<file path="config.mk">
export PLATFORM = sky130hd
export DESIGN_NAME = logic_op_stream_flat
export DESIGN_NICKNAME = d
export VERILOG_FILES = /design/src/rtl/logic_op_stream_if.sv /design/src/rtl/logic_op_stream.sv /design/src/flat_wrapper.sv
export SDC_FILE = /design/constraint.sdc
export NUM_CORES = 1
export LEC_CHECK = 0
export ABC_AREA = 1
export BUFFER_PORTS_ARGS = -buffer_cell sky130_fd_sc_hd__buf_2
export CAP_MARGIN = 20
export CORE_UTILIZATION = 40
export DETAILED_ROUTE_END_ITERATION = 8
export HOLD_SLACK_MARGIN = 0.1
export PLACE_DENSITY_LB_ADDON = 0.2
export SETUP_SLACK_MARGIN = 0.05
export SLEW_MARGIN = 20
export SYNTH_ARGS = -nofsm -noshare
export SYNTH_HDL_FRONTEND = slang
export SYNTH_SLANG_ARGS = --single-unit
</file>
<file path="constraint.sdc">
create_clock -name clk -period 1.6 [get_ports clk]
set_input_delay 0.48 -clock clk [delete_from_list [all_inputs] [get_ports clk]]
set_output_delay 0.48 -clock clk [all_outputs]
set_load 0.02 [all_outputs]
</file>
<file path="src/rtl/logic_op_stream_if.sv">
// Handshake bundle for logic_op_stream: operand beat in, buffered result out, occupancy.
// master = producer/consumer side, slave = the logic unit.
interface logic_op_stream_if #(
    parameter int WIDTH      = 8,
    parameter int FIFO_DEPTH = 4
);
    localparam int LW = $clog2(FIFO_DEPTH) + 1;

    logic             in_valid;
    logic             in_ready;
    logic [WIDTH-1:0] in_a;
    logic [WIDTH-1:0] in_b;
    logic [1:0]       in_op;
    logic             out_valid;
    logic             out_ready;
    logic [WIDTH-1:0] out_data;
    logic [LW-1:0]    level;

    modport master (
        output in_valid, in_a, in_b, in_op, out_ready,
        input  in_ready, out_valid, out_data, level
    );

    modport slave (
        input  in_valid, in_a, in_b, in_op, out_ready,
        output in_ready, out_valid, out_data, level
    );
endinterface

</file>
<file path="src/rtl/logic_op_stream.sv">
// WIDTH-bit bitwise logic unit (AND/OR/XOR/NOR) feeding a FIFO_DEPTH-entry result buffer.
// Optional accumulator path enabled by defining LOGIC_OP_STREAM_ACCUM_EN.
module logic_op_stream #(
    parameter int WIDTH      = 8,
    parameter int FIFO_DEPTH = 4
) (
    input  logic                clk,
    input  logic                rst,
    input  logic                ena,
`ifdef LOGIC_OP_STREAM_ACCUM_EN
    input  logic                in_acc,
    input  logic                acc_clr,
`endif
    logic_op_stream_if.slave    bus
);
    localparam int PW = $clog2(FIFO_DEPTH);
    localparam int LW = PW + 1;

    logic [WIDTH-1:0] mem_q [FIFO_DEPTH];
    logic [PW-1:0]    wr_q, wr_d;
    logic [PW-1:0]    rd_q, rd_d;
    logic [LW-1:0]    level_q, level_d;
    logic             push, pop;
    logic [WIDTH-1:0] opa, result;

    function automatic logic [WIDTH-1:0] logic_f(input logic [WIDTH-1:0] a,
                                                 input logic [WIDTH-1:0] b,
                                                 input logic [1:0]       op);
        case (op)
            2'b00:   return a & b;
            2'b01:   return a | b;
            2'b10:   return a ^ b;
            default: return ~(a | b);
        endcase
    endfunction

    // Ready looks only at registered occupancy; a full buffer never passes through.
    assign bus.in_ready  = ena & (level_q != LW'(FIFO_DEPTH));
    assign bus.out_valid = (level_q != '0);
    assign bus.out_data  = mem_q[rd_q];
    assign bus.level     = level_q;

    assign push = bus.in_valid & bus.in_ready;
    assign pop  = bus.out_valid & bus.out_ready;

`ifdef LOGIC_OP_STREAM_ACCUM_EN
    logic [WIDTH-1:0] acc_q, acc_d;

    // Clear takes priority over the stored value for a beat on the same edge.
    assign opa    = in_acc ? (acc_clr ? '0 : acc_q) : bus.in_a;
    assign result = logic_f(opa, bus.in_b, bus.in_op);

    always_comb begin
        acc_d = acc_q;
        if (push && in_acc) acc_d = result;
        else if (acc_clr)   acc_d = '0;
    end

    always_ff @(posedge clk or posedge rst) begin
        if (rst) acc_q <= '0;
        else     acc_q <= acc_d;
    end
`else
    assign opa    = bus.in_a;
    assign result = logic_f(opa, bus.in_b, bus.in_op);
`endif

    always_comb begin
        wr_d    = push ? wr_q + 1'b1 : wr_q;
        rd_d    = pop  ? rd_q + 1'b1 : rd_q;
        level_d = level_q;
        case ({push, pop})
            2'b10:   level_d = level_q + 1'b1;
            2'b01:   level_d = level_q - 1'b1;
            default: level_d = level_q;
        endcase
    end

    // Storage is cleared on reset so out_data reads zero while empty after reset.
    always_ff @(posedge clk or posedge rst) begin
        if (rst) begin
            wr_q    <= '0;
            rd_q    <= '0;
            level_q <= '0;
            for (int i = 0; i < FIFO_DEPTH; i++) mem_q[i] <= '0;
        end else begin
            wr_q    <= wr_d;
            rd_q    <= rd_d;
            level_q <= level_d;
            if (push) mem_q[wr_q] <= result;
        end
    end
endmodule

</file>
<file path="src/flat_wrapper.sv">
// flat-port wrapper written by rule: the top's interface ports become plain ports
module logic_op_stream_flat 
#(
    parameter int WIDTH      = 8,
    parameter int FIFO_DEPTH = 4
)
  (clk, rst, ena, bus_in_valid, bus_in_a, bus_in_b, bus_in_op, bus_out_ready, bus_in_ready, bus_out_valid, bus_out_data, bus_level);
  logic_op_stream_if #(.WIDTH(WIDTH), .FIFO_DEPTH(FIFO_DEPTH)) bus_i ();
  input  logic clk;
  input  logic rst;
  input  logic ena;
  input wire logic [$bits(bus_i.in_valid)-1:0] bus_in_valid;
  input wire logic [$bits(bus_i.in_a)-1:0] bus_in_a;
  input wire logic [$bits(bus_i.in_b)-1:0] bus_in_b;
  input wire logic [$bits(bus_i.in_op)-1:0] bus_in_op;
  input wire logic [$bits(bus_i.out_ready)-1:0] bus_out_ready;
  output wire logic [$bits(bus_i.in_ready)-1:0] bus_in_ready;
  output wire logic [$bits(bus_i.out_valid)-1:0] bus_out_valid;
  output wire logic [$bits(bus_i.out_data)-1:0] bus_out_data;
  output wire logic [$bits(bus_i.level)-1:0] bus_level;
  assign bus_i.in_valid = bus_in_valid;
  assign bus_i.in_a = bus_in_a;
  assign bus_i.in_b = bus_in_b;
  assign bus_i.in_op = bus_in_op;
  assign bus_i.out_ready = bus_out_ready;
  assign bus_in_ready = bus_i.in_ready;
  assign bus_out_valid = bus_i.out_valid;
  assign bus_out_data = bus_i.out_data;
  assign bus_level = bus_i.level;
  logic_op_stream #(.WIDTH(WIDTH), .FIFO_DEPTH(FIFO_DEPTH)) u_core (.clk(clk), .rst(rst), .ena(ena), .bus(bus_i));
endmodule
</file>
; Word level (Yosys, flattened, before mapping)
; Index checks and enable logic that the tools add are counted.
[word_totals]
input_bits = 23
out_inout_bits = 13
reg_bits = 39
[classes]
eq_ne = 5
n_lt_le_gt_ge = 3
addsub = 4
muxes = 8
bitwise = 9
n_reduce_logical = 4
[ops]
columns = cell, count
row1 = bitwise mux 32 bit, 1
row2 = two-way mux 8 bit, 3
row3 = case mux 8 bit (3 select lines), 1
row4 = binary-select mux 8 bit (select 2 bit), 1
row5 = demux 8 bit (select 2 bit), 1
row6 = AND 8 bit, 1
row7 = inverter 8 bit, 1
row8 = OR 8 bit, 1
row9 = XOR 8 bit, 1
row10 = greater-or-equal comparator 3 bit (second input constant), 2
row11 = inverter 2 -> 3 bit, 2
row12 = case mux 3 bit (2 select lines), 1
row13 = adder 2 x 1 -> 2 bit (second input constant), 2
row14 = equality test 2 x 1 -> 1 bit (second input constant), 2
row15 = equality test 2 bit (second input constant), 2
row16 = adder 3 x 1 -> 3 bit (second input constant), 1
row17 = AND 1 bit, 3
row18 = less-than comparator 3 x 1 -> 1 bit (second input constant), 1
row19 = != test 3 bit (second input constant), 1
row20 = nonzero test 3 bit, 1
row21 = subtractor 3 x 1 -> 3 bit (second input constant), 1
row22 = zero test 2 bit, 1
row23 = nonzero test 2 bit, 1
row24 = logical AND 1 bit, 1

; Longest topological paths before layout
[logic_depth]
ltp_word = 6
depth_mapped = 11

; Worst setup path after synthesis
; OpenSTA, ideal clock, no wires.
[synth_path]
kind = register to register
from = register u_core.level_q[1], in the netlist u_core.bus.level[1]
to = register u_core.level_q[2], in the netlist u_core.bus.level[2]
setup_time_ns = 0.079
arrival_time_ns = 1.911
slack_ns = -0.390
stages_incl_launch_ff = 12
n_path_buf = 0
path_cell_list = dfrtp_1 > inv_1 > nand3_1 > nand2_1 > inv_1 > ha_1 > inv_1 > fa_1 > nor2_1 > nor2_1 > nand2_1 > xor2_1
[synth_via]
elab_cells_between_ends = 11
cone_classes = add/sub: 2 / eq/ne: 3 / mux: 1 / bitwise: 3 / reduce/logical: 2
[synth_rtl]
columns = element, line_no
row1 = from (decl), logic_op_stream.sv:22  ; logic [LW-1:0] level_q, level_d;
row2 = from (signal assigned), logic_op_stream.sv:89  ; level_q <= level_d;
row3 = nonzero test 3 bit (*), logic_op_stream.sv:39  ; assign bus.out_valid = (level_q != '0);
row4 = named net bus_out_valid, flat_wrapper.sv:18  ; output wire logic [$bits(bus_i.out_valid)-1:0] bus_out_valid;
row5 = AND 1 bit (*), logic_op_stream.sv:44  ; assign pop = bus.out_valid & bus.out_ready;
row6 = named net u_core.pop, logic_op_stream.sv:23  ; logic push, pop;
row7 = equality test 2 x 1 -> 1 bit or equality test 2 bit (tied branches), logic_op_stream.sv:72  ; case ({push, pop})
row8 = case mux 3 bit (2 select lines) or nonzero test 2 bit (tied branches), --
; The timed path passes the listed nets; every way through them passes the cells marked *.
; A chain may end at the register's enable or synchronous reset.

; Final worst setup path
[layout_path]
from = register u_core.rd_q[0]
to = output bus_out_data[5]
[layout_via]
elab_chain_len = 4
[layout_rtl]
columns = element, line_no
row1 = from (decl), logic_op_stream.sv:21  ; logic [PW-1:0] rd_q, rd_d;
row2 = from (signal assigned), logic_op_stream.sv:88  ; rd_q <= rd_d;
row3 = inverter 2 -> 3 bit (implied by the code), logic_op_stream.sv:40  ; assign bus.out_data = mem_q[rd_q];
row4 = binary-select mux 8 bit (select 2 bit), logic_op_stream.sv:40
row5 = two-way mux 8 bit (implied by the code) (2 in series), logic_op_stream.sv:40
row6 = to (decl), flat_wrapper.sv:19  ; output wire logic [$bits(bus_i.out_data)-1:0] bus_out_data;
; No other way between the ends. The select of a mux whose other input is x is not followed.

==> flow_summary_export.csv <==
group,metric,value,unit
status,status,"finished, violations left",
status,violations,"setup timing",
placement,port_buffers,35,
grt,grt_pass1_wl,9070,um
final_layout,drive_above_1_share,30.8,%
setup_path,crit_type,"reg2out",
synthesis,synth_xor_xnor_area_share,1.45,%
clock_network,clkTransAtPathRegs,0.08,ns
run,drv_cap,0,
route,drcViolationCount,0,
pwr,swShare,42.9,%
synthesis,synth_mux_area_share,0,%
worst_hold_path,min_path_type,"in2async",
synthesis,yosysUniqueCellTypes,20,
die,core.rowCount,27,
clock_network,clock-sinks,39,
synthesis,ys_seq_elements,39,
sta,min_period,1.80,ns
sta,slew_viol_final,0,
synthesis,post-synth-top-area-cell,"dfrtp_1",
synthesis,synth-edff-count,0,
pwr,p_per_area,1780,nW/um^2
setup_path,required,1.12,ns
clock_network,cts_root_buf,"clkbuf_8",
sta,tightest_slew,0.369,ns
synthesis,syn_nets,358,
clock_network,cts_buffer_depth,2,
clock_network,htree_levels,2,
clock_network,cts_tree,"yes",
pwr,p_leak,1.66,nW
synthesis,async_reset_ff_share,100,%
setup_path,arrival,1.32,ns
final_layout,final_area,3160,um^2
synthesis,synth.most_common_cell,"nand2_1",
route,vias,2151,
sta,rsz0062_at_grt,"yes",
synthesis,syn_inst,313,
sta,min_period_over_period,112,%
sta,setup_slack,-0.197,ns
synthesis,ys_top_cells_by_area,"dfrtp_1, nand2_1, ha_1, inv_1, o21ai_0",
route,wire_per_inst,11.8,um
setup_path,critPathMaxFanout,9,
sta,holdWs,0.228,ns
sta,clock.fmax,557,MHz
synthesis,ys_top_cells_by_count,"nand2_1, dfrtp_1, inv_1",
pwr,comb_power_share,56.3,%
grt,grt_pass1_vias,1984,
route,drt_iter0_drc,146,
synthesis,synthFlopType,"dfrtp_1",
die,die_area,6340,um^2
sta,hold_viol,0,
die,start_util,42.7,%
setup_path,start_kind,"flip-flop",
sta,finalClockSkew,0.00699,ns
setup_path,cp-end-kind,"output port",
placement,hpwl,3920,um
pwr,switchingPower,2.41,mW
synthesis,synth_area,2410,um^2
die,fp.dieH,79.6,um
synthesis,seq_area_frac_synth,40.5,%
final_layout,insertedDiodeCount,0,
pwr,seq_power_share,31.8,%
sta,setup-violations-final,11,
die,core-area,5640,um^2
die,die-width,79.6,um
grt,track_usage,18.7,%
final_layout,area_delta_synth_final,31.2,%
route,drtPass1Iterations,4,
final_layout,fin_nets,424,
synthesis,synth_top_area_share,40.5,%
grt,grt_max_degree,40,
grt,overflow,0,
synthesis,avgSynthCellArea,7.70,um^2
synthesis,synth_compound_area_share,6.03,%
clock_network,clk_latency,0.30,ns
die,io_pins,36,
route,detail_route.wirelength,5350,um
pwr,p_int,3.21,mW
clock_network,ctsHoldBuffers,0,
grt,antenna_found_initial,0,
synthesis,synth_top_family_by_area,"simple AND/OR/NAND/NOR gates",
placement,place_area,2900,um^2
pwr,pwr-share-clk,11.9,%
sta,max-slew-margin-rel,75.3,%
synthesis,yosys.area_share.simple,32.4,%
synthesis,synthAdderAreaFrac,11.7,%
pwr,peakVddDrop,0.862,mV
clock_network,numCtsBuffers,5,
route,viasPerCell,4.76,
placement,gp_congestion,0.782,
route,postRouteAntennaNets,0,
synthesis,ys_warn_count,0,
what timing repair did:
action                                 4_1_cts  5_1_grt
buffers inserted                             5        3
resized for setup                           39       10
endpoints found under the hold margin        0        0
pin swaps                                    7        8
setup endpoints to repair                   11       12
layer usage:
layer	track usage (%)	wire length, um
met1	24.9	2620
met2	30.4	2490
met4	6.55	68
met5	0	0
met3	3.09	176
power groups by stage:
stage / sequential (mW) / combinational (mW) / clock [mW]
floorplan: 1.73 / 1.83 / 0
global placement: 1.76 / 2.63 / 0
detailed placement: 1.75 / 2.67 / 0
CTS: 1.78 / 3.03 / 0.683
global route: 1.86 / 3.50 / 0.717
finish: 1.79 / 3.17 / 0.667
cells in the final DEF, fill, tap and decap left out, drive strengths merged, types with 2 or more instances in the layout:
| cell | instances |
|---|---|
| nand2 | 118 |
| buf | 65 |
| inv | 40 |
| dfrtp | 39 |
| nor2 | 24 |
| ha | 21 |
| nand3 | 20 |
| o21ai | 19 |
| nand4 | 12 |
| o22ai | 8 |
| clkbuf | 5 |
| xor2 | 3 |
| clkinvlp | 2 |
worst paths after layout:
path | depth (start not counted) | slack, ns | start | end
setup reg to reg | 11 | -0.09 | u_core.bus.level[0]$_DFFE_PP0P_ | u_core.bus.level[2]$_DFFE_PP0P_
max in group asynchronous | 3 | 1.17 | rst | u_core.mem_q[4]$_DFFE_PP0P_
setup / recovery | 4 | -0.20 | u_core.rd_q[0]$_DFFE_PP0P_ | bus_out_data[5]
hold / removal | 3 | 0.23 | rst | u_core.bus.level[0]$_DFFE_PP0P_
hold reg to reg | 2 | 0.49 | u_core.mem_q[1]$_DFFE_PP0P_ | u_core.mem_q[1]$_DFFE_PP0P_
min in group clk | 2 | 0.49 | u_core.mem_q[1]$_DFFE_PP0P_ | u_core.mem_q[1]$_DFFE_PP0P_
through the flow:
| step | setup WS (ns) | TNS [ns] | std cells | util [%] | power, mW |
|---|---|---|---|---|---|
| 2_1_floorplan | -0.173 | -0.310 | 313 | - | 3.56 |
| 3_3_place_gp | -0.0143 | -0.0143 | 436 | 51.4 | 4.39 |
| 3_5_place_dp | -0.0641 | -0.0651 | 436 | 51.4 | 4.42 |
| 4_1_cts | -0.209 | -1.78 | 449 | 55.2 | 5.50 |
| 5_1_grt | -0.244 | -2.32 | 452 | 56.0 | 6.08 |
| 6_report | -0.197 | -1.65 | 452 | 56.0 | 5.62 |
layout make-up:
class | instances | area (um^2)
fillers | 530 | 2480
multi-input cells | 228 | 1360
flip-flops and latches | 39 | 981
repair buffers | 65 | 479
inverters | 40 | 160
well taps | 72 | 90.1
clock buffers | 5 | 68.8
clock inverters | 3 | 20.0
cell families after synthesis:
group | Yosys count
flops | 39
simple gates | 175
compound gates | 27
xor+xnor | 4
fa+ha+maj | 22
buf+inv | 46
worst max-delay path, cell delays in order (launching register included):
cell and delay, ns:
dfrtp_2 0.46, buf_6 0.16, o21ai_2 0.15, o22ai_2 0.09
buf_2 0.16
state kept, by name, indices dropped and copies added (netlist names):
register and flops:
u_core.rd_q 2, u_core.bus.level 3, u_core.wr_q 2, u_core.mem_q 32
Power figures use the tool's default switching activity.
